<file path="config.mk">
export PLATFORM = sky130hd
export DESIGN_NAME = sys_array_feeder
export DESIGN_NICKNAME = d
export VERILOG_FILES = /design/src/rtl/sys_array_pkg.sv /design/src/rtl/feed_lane.sv /design/src/rtl/sys_array_feeder.sv
export SDC_FILE = /design/constraint.sdc
export NUM_CORES = 1
export LEC_CHECK = 0
export ABC_AREA = 1
export CAP_MARGIN = 20
export CELL_PAD_IN_SITES_DETAIL_PLACEMENT = 0
export CELL_PAD_IN_SITES_GLOBAL_PLACEMENT = 2
export CORE_MARGIN = 1
export CORE_UTILIZATION = 31
export CTS_CLUSTER_DIAMETER = 30
export DETAILED_ROUTE_END_ITERATION = 8
export PLACE_DENSITY = 0.77
export SETUP_SLACK_MARGIN = 0.15
export SLEW_MARGIN = 20
export SYNTH_ARGS = -nofsm -noshare
export SYNTH_HDL_FRONTEND = slang
export SYNTH_SLANG_ARGS = --single-unit
</file>
<file path="constraint.sdc">
create_clock -name clk -period 13.08 [get_ports clk]
set_input_delay 3.924 -clock clk [delete_from_list [all_inputs] [get_ports clk]]
set_output_delay 3.924 -clock clk [all_outputs]
set_load 0.02 [all_outputs]
</file>
<file path="src/rtl/sys_array_pkg.sv">
// Shared types and sizing for the systolic array operand feeder.
package sys_array_pkg;

    localparam int ARRAY_N_DEF    = 4;
    localparam int DATA_WIDTH_DEF = 8;

    // Number of FEED cycles needed to push a fully skewed N x N operand wavefront.
    function automatic int feed_len(input int n);
        return 3 * n - 2;
    endfunction

    typedef enum logic [1:0] {
        ST_IDLE,
        ST_CLEAR,
        ST_FEED,
        ST_DONE
    } feed_state_t;

endpackage

</file>
<file path="src/rtl/feed_lane.sv">
// One edge lane: picks element (t - LANE) of its row/column slice, or 0 outside the skew window.
module feed_lane
    import sys_array_pkg::*;
#(
    parameter int DATA_WIDTH = DATA_WIDTH_DEF,
    parameter int ARRAY_N    = ARRAY_N_DEF,
    parameter int LANE       = 0,
    parameter int TW         = 4
) (
    input  logic [TW-1:0]                 t,
    input  logic [ARRAY_N*DATA_WIDTH-1:0] slice,
    output logic [DATA_WIDTH-1:0]         elem
);

    int k;

    always_comb begin
        elem = '0;
        k    = int'(t) - LANE;
        if (k >= 0 && k < ARRAY_N) begin
            elem = slice[k*DATA_WIDTH +: DATA_WIDTH];
        end
    end

endmodule

</file>
<file path="src/rtl/sys_array_feeder.sv">
// Skewed operand feeder for an N x N systolic array; holds A and B and streams them on the west/north edges.
// Build option: define SYS_FEED_AUTO_CLEAR_EN to insert a one-cycle CLEAR state driving array_clr.
//
// state    | meaning
// ---------+-----------------------------------------------------
// ST_IDLE  | ready, accepting operand writes and start
// ST_CLEAR | one cycle of array_clr before the wavefront
// ST_FEED  | 3*N-2 cycles of skewed lane data, valid_out high
// ST_DONE  | one-cycle done pulse, array results final
module sys_array_feeder
    import sys_array_pkg::*;
#(
    parameter int DATA_WIDTH = DATA_WIDTH_DEF,
    parameter int ARRAY_N    = ARRAY_N_DEF
) (
    input  logic                          clk,
    input  logic                          rst,
    input  logic                          wr_en,
    input  logic                          wr_sel,
    input  logic [$clog2(ARRAY_N)-1:0]    wr_row,
    input  logic [$clog2(ARRAY_N)-1:0]    wr_col,
    input  logic [DATA_WIDTH-1:0]         wr_data,
    input  logic                          start,
    output logic                          ready,
    output logic                          busy,
    output logic [ARRAY_N*DATA_WIDTH-1:0] west_data,
    output logic [ARRAY_N*DATA_WIDTH-1:0] north_data,
    output logic                          valid_out,
    output logic                          array_clr,
    output logic                          done
);

    localparam int FEED_LEN = feed_len(ARRAY_N);
    localparam int TW       = (FEED_LEN > 1) ? $clog2(FEED_LEN) : 1;

    feed_state_t          state_q, state_nxt;
    logic [TW-1:0]        t_q, t_nxt;

    logic [DATA_WIDTH-1:0] mat_a [ARRAY_N][ARRAY_N];
    logic [DATA_WIDTH-1:0] mat_b [ARRAY_N][ARRAY_N];
    logic [DATA_WIDTH-1:0] a_nxt [ARRAY_N][ARRAY_N];
    logic [DATA_WIDTH-1:0] b_nxt [ARRAY_N][ARRAY_N];

    logic [ARRAY_N*DATA_WIDTH-1:0] a_row [ARRAY_N];
    logic [ARRAY_N*DATA_WIDTH-1:0] b_col [ARRAY_N];
    logic [DATA_WIDTH-1:0]         w_elem [ARRAY_N];
    logic [DATA_WIDTH-1:0]         n_elem [ARRAY_N];

    // Lanes read the post-write matrices so a write coinciding with start is fed.
    always_comb begin
        a_nxt = mat_a;
        b_nxt = mat_b;
        if (state_q == ST_IDLE && wr_en) begin
            if (wr_sel) b_nxt[wr_row][wr_col] = wr_data;
            else        a_nxt[wr_row][wr_col] = wr_data;
        end
    end

    always_ff @(posedge clk or posedge rst) begin
        if (rst) begin
            mat_a <= '{default: '0};
            mat_b <= '{default: '0};
        end else begin
            mat_a <= a_nxt;
            mat_b <= b_nxt;
        end
    end

    always_ff @(posedge clk or posedge rst) begin
        if (rst) begin
            state_q <= ST_IDLE;
            t_q     <= '0;
        end else begin
            state_q <= state_nxt;
            t_q     <= t_nxt;
        end
    end

    always_comb begin
        state_nxt = state_q;
        t_nxt     = t_q;
        case (state_q)
            ST_IDLE: begin
                if (start) begin
`ifdef SYS_FEED_AUTO_CLEAR_EN
                    state_nxt = ST_CLEAR;
`else
                    state_nxt = ST_FEED;
`endif
                    t_nxt     = '0;
                end
            end
            ST_CLEAR: begin
                state_nxt = ST_FEED;
                t_nxt     = '0;
            end
            ST_FEED: begin
                if (t_q == TW'(FEED_LEN - 1)) state_nxt = ST_DONE;
                else                          t_nxt     = t_q + 1'b1;
            end
            default: state_nxt = ST_IDLE;
        endcase
    end

    always_comb begin
        a_row = '{default: '0};
        b_col = '{default: '0};
        for (int i = 0; i < ARRAY_N; i++) begin
            for (int k = 0; k < ARRAY_N; k++) begin
                a_row[i][k*DATA_WIDTH +: DATA_WIDTH] = a_nxt[i][k];
                b_col[i][k*DATA_WIDTH +: DATA_WIDTH] = b_nxt[k][i];
            end
        end
    end

    for (genvar g = 0; g < ARRAY_N; g++) begin : g_lane
        feed_lane #(.DATA_WIDTH(DATA_WIDTH), .ARRAY_N(ARRAY_N), .LANE(g), .TW(TW)) u_west (
            .t     (t_nxt),
            .slice (a_row[g]),
            .elem  (w_elem[g])
        );
        feed_lane #(.DATA_WIDTH(DATA_WIDTH), .ARRAY_N(ARRAY_N), .LANE(g), .TW(TW)) u_north (
            .t     (t_nxt),
            .slice (b_col[g]),
            .elem  (n_elem[g])
        );
    end

    // Lane registers load the value for the cycle being entered, so FEED cycle t sees a stable word.
    always_ff @(posedge clk or posedge rst) begin
        if (rst) begin
            west_data  <= '0;
            north_data <= '0;
        end else begin
            for (int i = 0; i < ARRAY_N; i++) begin
                west_data[i*DATA_WIDTH +: DATA_WIDTH]  <= (state_nxt == ST_FEED) ? w_elem[i] : '0;
                north_data[i*DATA_WIDTH +: DATA_WIDTH] <= (state_nxt == ST_FEED) ? n_elem[i] : '0;
            end
        end
    end

    assign ready     = (state_q == ST_IDLE);
    assign busy      = (state_q != ST_IDLE);
    assign valid_out = (state_q == ST_FEED);
    assign done      = (state_q == ST_DONE);
`ifdef SYS_FEED_AUTO_CLEAR_EN
    assign array_clr = (state_q == ST_CLEAR);
`else
    assign array_clr = 1'b0;
`endif

endmodule

</file>
# == After elaboration in Yosys (flattened, before gate mapping) ==
# Index checks and enable logic that the tools add are counted.
# classes
n_shift,8
n_bitwise,2
magnitude_cmp,12
addsub,4
mux,32
n_eq_ne,5
n_reduce_logical,9
# ops
op,n
128-bit two-way mux,4
128-bit bitwise mux,2
32-bit by 32-bit variable part select with 8-bit output,6
8-bit two-way mux,17
"32-bit by 1-bit >= comparator with 1-bit output, second input constant",3
"32-bit by 4-bit < comparator with 1-bit output, second input constant",3
32-bit demux with 2-bit select,1
32-bit by 8-bit variable part select with 8-bit output,2
32-bit two-way mux,1
8-bit demux with 2-bit select,1
4-bit case mux with 3 select lines,1
"4-bit by 2-bit subtractor with 5-bit output, second input constant",2
4-bit two-way mux,2
1-bit logical AND,7
"2-bit equality test, second input constant",3
"3-bit >= comparator, second input constant",2
"3-bit by 1-bit < comparator with 1-bit output, second input constant",2
2-bit NOT with 3-bit output,2
2-bit case mux with 3 select lines,1
"4-bit by 1-bit subtractor with 5-bit output, second input constant",1
"4-bit by 1-bit adder with 4-bit output, second input constant",1
"4-bit equality test, second input constant",1
"4-bit by 1-bit >= comparator with 1-bit output, second input constant",1
"4-bit by 3-bit < comparator with 1-bit output, second input constant",1
4 further kinds,5
# word_totals
wordCells,108
regBits,326
out_inout_bits,69

# == Logic depth before layout (Yosys ltp) ==
# depth
ltp_word,13
mapped_depth,17
ltp_nobuf,13

# == Cells and area by module ==
# A second synthesis with hierarchy kept.
# unflattened
hier_cells,2081
hier_area_um2,16230.6
# by_module_without_submodules
module,cells_per_inst,instances,area_each_um2
sys_array_feeder,1149,1,12096.6
feed_lane at g_lane[2].u_north ...,123,2,553.0
feed_lane at g_lane[1].u_north ...,123,2,545.5
feed_lane at g_lane[3].u_north ...,124,2,544.3
feed_lane at g_lane[0].u_north ...,96,2,424.2

# == Worst setup path after synthesis ==
# Ideal clock, no wire load.
# synth_path
kind,in2reg
start,input port start
end,register west_data[28]
setup_slack_ps,7278
arrival_ps,5731
required_ps,13009
cell_stages,14
path_cell_list,inv_1 a21oi_1 nand3_1 nand2_1 buf_2 buf_2 ha_1 clkbuf_1 inv_1 buf_1 nand3_1 nand2_1 inv_2 nor2_1
# synth_via
elab_chain_cells,7
elab_cells_between_ends,12
classes_between,1 x add/sub; 2 x order compare; 1 x eq/ne; 1 x shift; 6 x mux; 1 x reduce/logical
# synth_rtl
element,line,text
"start, declared",sys_array_feeder.sv:23,"input logic start,"
4-bit two-way mux,sys_array_feeder.sv:84,if (start) begin
4-bit case mux with 3 select lines,sys_array_feeder.sv:82,case (state_q)
4-bit by 2-bit subtractor with 5-bit output,feed_lane.sv:19,k = int'(t) - LANE;
32-bit by 1-bit >= comparator with 1-bit output / 32-bit by 4-bit < comparator with 1-bit output (equally long branches),feed_lane.sv:20,if (k >= 0 && k < ARRAY_N) begin
1-bit logical AND,feed_lane.sv:20,
8-bit two-way mux,feed_lane.sv:20,
8-bit two-way mux *,sys_array_feeder.sv:136,west_data[i*DATA_WIDTH +: DATA_WIDTH] <= (state_nxt == ST_FEED) ? w_elem[i] : '0;
"end signal, assigned by index",sys_array_feeder.sv:136,
"end, declared",sys_array_feeder.sv:26,"output logic [ARRAY_N*DATA_WIDTH-1:0] west_data,"
# Mark *: on every way between the ends. The rest lies on a longest branch, timed or not.

# == Worst setup path after layout ==
# layout_path
start,input port start
end,register north_data[15]
# layout_via
elab_chain_cells,7
elab_cells_between_ends,12
classes_between,1 x add/sub; 2 x order compare; 1 x eq/ne; 1 x shift; 6 x mux; 1 x reduce/logical
# layout_rtl
element,line,text
4-bit two-way mux,sys_array_feeder.sv:84,
4-bit case mux with 3 select lines,sys_array_feeder.sv:82,
4-bit by 1-bit subtractor with 5-bit output,feed_lane.sv:19,
32-bit by 1-bit >= comparator with 1-bit output / 32-bit by 4-bit < comparator with 1-bit output (equally long branches),feed_lane.sv:20,
1-bit logical AND,feed_lane.sv:20,
8-bit two-way mux,feed_lane.sv:20,
8-bit two-way mux *,sys_array_feeder.sv:137,north_data[i*DATA_WIDTH +: DATA_WIDTH] <= (state_nxt == ST_FEED) ? n_elem[i] : '0;
"end signal, assigned by index",sys_array_feeder.sv:137,
"end, declared",sys_array_feeder.sv:27,"output logic [ARRAY_N*DATA_WIDTH-1:0] north_data,"
# Marked as above.

==> impl_metrics.tcl <==
set metrics [dict create \
    critPathMaxFanout 51 \
    holdCritPathClass "reg2reg" \
    power_density_nw_per_um2 290.7 \
    area_growth_pct 28.87 \
    worst_slew_pin_slew_ns 1.050 \
    vias_per_cell 4.371 \
    post-place-ws_ns 5.889 \
    synth.most_common_cell "nand2_1" \
    grt_pass1_vias 14577 \
    slowest_delay_ns 0.54 \
    wirelength_um 52460 \
    setup_viol_count_final 0 \
    wl_met2_um 24970 \
    insertion_delay_ns 0.62 \
    syn_avg_cell_area_sq_um 6.932 \
    clk_path_buf_depth 3 \
    synth_top_area_cell "dfrtp_1" \
    p_clk_share_pct 38.0 \
    ir_drop_mv 0.2497 \
    period_share_pct 50.21 \
    fmax_mhz 152.3 \
    cp_slowest_cell "nand2_4" \
    top_layer "met4" \
    drt_pass1_iterations 5 \
    path_delay_family "buffers and inverters" \
    endpoint_kind "flop" \
    grt_first_pass_wirelength_um 83980 \
    clkTransAtPathRegs_ns 0.04 \
    num_vias 14384 \
    antennaDiodeCount 0 \
    setup_slack_ns 6.513 \
    timing.final.crit_period_ns 6.567 \
    postCtsHoldBufs 0 \
    grt_max_degree 81 \
    cts_resized 0 \
    rsz0062_at_grt "false" \
    fp.dieArea_sq_um 54930 \
    drc 0 \
    slew_headroom_pct 30.01 \
    ys.flop_type "dfrtp_1" \
    synthTopCellsByCount "943 x nand2_1, 580 x inv_1, 326 x dfrtp_1, 289 x nand3_1, 75 x nor2_1" \
    postRouteAntennaNets 0 \
    die_h_um 234.4 \
    cp.arrival_ns 7.06 \
    yosysWarningCount 0 \
    synth.net_count 2443 \
    synth-edff-count 0 \
    ios 86 \
    wl_met3_um 2042 \
    skew_ns 0.01903 \
    async_reset_ff_share_pct 100.0 \
    cap_violations 0 \
    outcome "finished clean" \
    path_buf_inv 6 \
    cpMostUsedCell "inv_1" \
    core_area_sq_um 52970 \
    slew_viol_final 0 \
    ys_seq_area_share_pct 48.73 \
    grt_use_total_pct 20.05 \
    wl_per_cell_um 15.94 \
    cts.sink_count 326 \
    netlist_area_sq_um 16740 \
    post_cts_buffers 0 \
    ys_ff_latch 326 \
    gp_congestion 0.7617 \
    p_int_mw 3.692 \
    finalSetupTns_ns 0 \
    switchingPower_mw 2.579 \
    switching_share_pct 41.13 \
    totalPowerFinal_mw 6.271 \
    dp_hpwl_um 31260 \
    synth.area.top_cells "dfrtp_1 49%, nand2_1 21%, inv_1 13%" \
    start_util_pct 31.60 \
    critical_path_class "in2reg" \
    root_buffer "clkbuf_16" \
    p_comb_share_pct 41.2 \
    htreeDepth 3 \
    wirelength_met1_um 24310 \
    syn_inst 2415 \
    path_cells "clkdlybuf4s50_1, inv_1, a21oi_1, nand3_1, nand2_4, ha_1, buf_4, inv_1, buf_4, nand3_1, nand2_1, inv_1, nor2_1" \
    worstSetupStartpointType "input pin" \
    row_count 84 \
    overflow 0 \
    synth_cell_types 24 \
    drive_gt1_share_pct 9.028 \
    antenna_found_initial 1 \
    first_iter_violations 920 \
    hold_viol_final 0 \
    layout.nets 2550 \
    seqPwrFrac_pct 20.8 \
    synth_top_area_share_pct 48.73 \
    required_ns 13.57 \
    cts_tree "yes" \
    p_leak_nw 11.76 \
    port_buffers 84 \
    cts_buffers 98 \
    die_w_um 234.4 \
]
==> power by group through the flow <==
stage / registers, mW / logic, mW / clock network, mW
after floorplan: 1.37 / 1.69 / 0
after global placement: 1.32 / 2.62 / 0
after detailed placement: 1.32 / 2.62 / 0
after CTS: 1.31 / 2.63 / 2.42
after global routing: 1.33 / 2.92 / 2.48
final: 1.30 / 2.59 / 2.38
==> placed cells by master, fill, tap and decap left out, drive strengths merged <==
| cell | count |
|---|---|
| nand3 | 291 |
| ha | 11 |
| nand4 | 3 |
| buf | 22 |
| dfrtp | 326 |
| conb | 1 |
| clkdlybuf4s50 | 84 |
| o21bai | 1 |
| o21ai | 25 |
| nor2 | 88 |
| clkinvlp | 7 |
| inv | 594 |
| clkinv | 25 |
| nand2 | 961 |
| a21oi | 22 |
| clkbuf | 133 |
| bufinv | 9 |
==> worst paths after layout <==
kind                            slack, ns             end  cells after the start  startpoint
worst max-delay path                 6.51  north_data[15]                     13       start
worst min-delay path                 0.48      mat_a[123]                      2  mat_a[123]
worst max register to register       9.48  north_data[15]                     13  state_q[0]
worst min register to register       0.48      mat_a[123]                      2  mat_a[123]
max in group asynchronous            7.36       mat_b[60]                      4         rst
min in group asynchronous            3.64       mat_a[45]                      2         rst
==> routing by layer <==
metal	GRT usage, %	vias to the layer above
li1	-	7265
met1	26.35	6762
met2	32.96	276
met3	3.380	81
met4	7.480	0
met5	0	-
==> kinds of logic (layout without fill, tap and decap cells) <==
kind of cell | count (synthesis) | after routing | synth area share (%)
AND/OR/NAND/NOR | 1343 | 1343 | 33.10
AO/OA/AOI/OAI | 48 | 48 | 1.472
buffers and inverters | 686 | 874 | 15.85
other | 1 | 1 | 0.02240
adder cells (fa/ha/maj) | 11 | 11 | 0.8222
flip-flops | 326 | 326 | 48.73
==> cell type report <==
class	count	area (sq um)
fill	5523	31400
multi-input combinational	1403	5959
timing repair buffer	106	1010
clock inverter	48	518.0
inverter	587	2207
sequential	326	8158
tap	688	860.8
clock buffer	133	2860
==> registers in the layout, indices dropped and copies added, names as in the netlist <==
name	cells
west_data	32
t_q	4
north_data	32
mat_b	128
state_q	2
mat_a	128
==> metrics by stage <==
stage          cells  util (%)  hold WS [ns]  cell area (sq um)
3_5_place_dp    3110     34.34        0.4709              18190
3_3_place_gp    3110     34.34        0.4663              18190
4_1_cts         3291     40.72        0.4851              21570
5_1_grt         3291     40.73        0.5022              21570
6_report        3291     40.73        0.4845              21570
2_1_floorplan   2415         -        0.4503              16740
==> worst min-delay path, cell delays in order (launching register included) <==
cell and delay, ns:
dfrtp_1 0.32, o21ai_1 0.08, inv_1 0.05
Note: power is estimated with default switching activity, not from simulation.
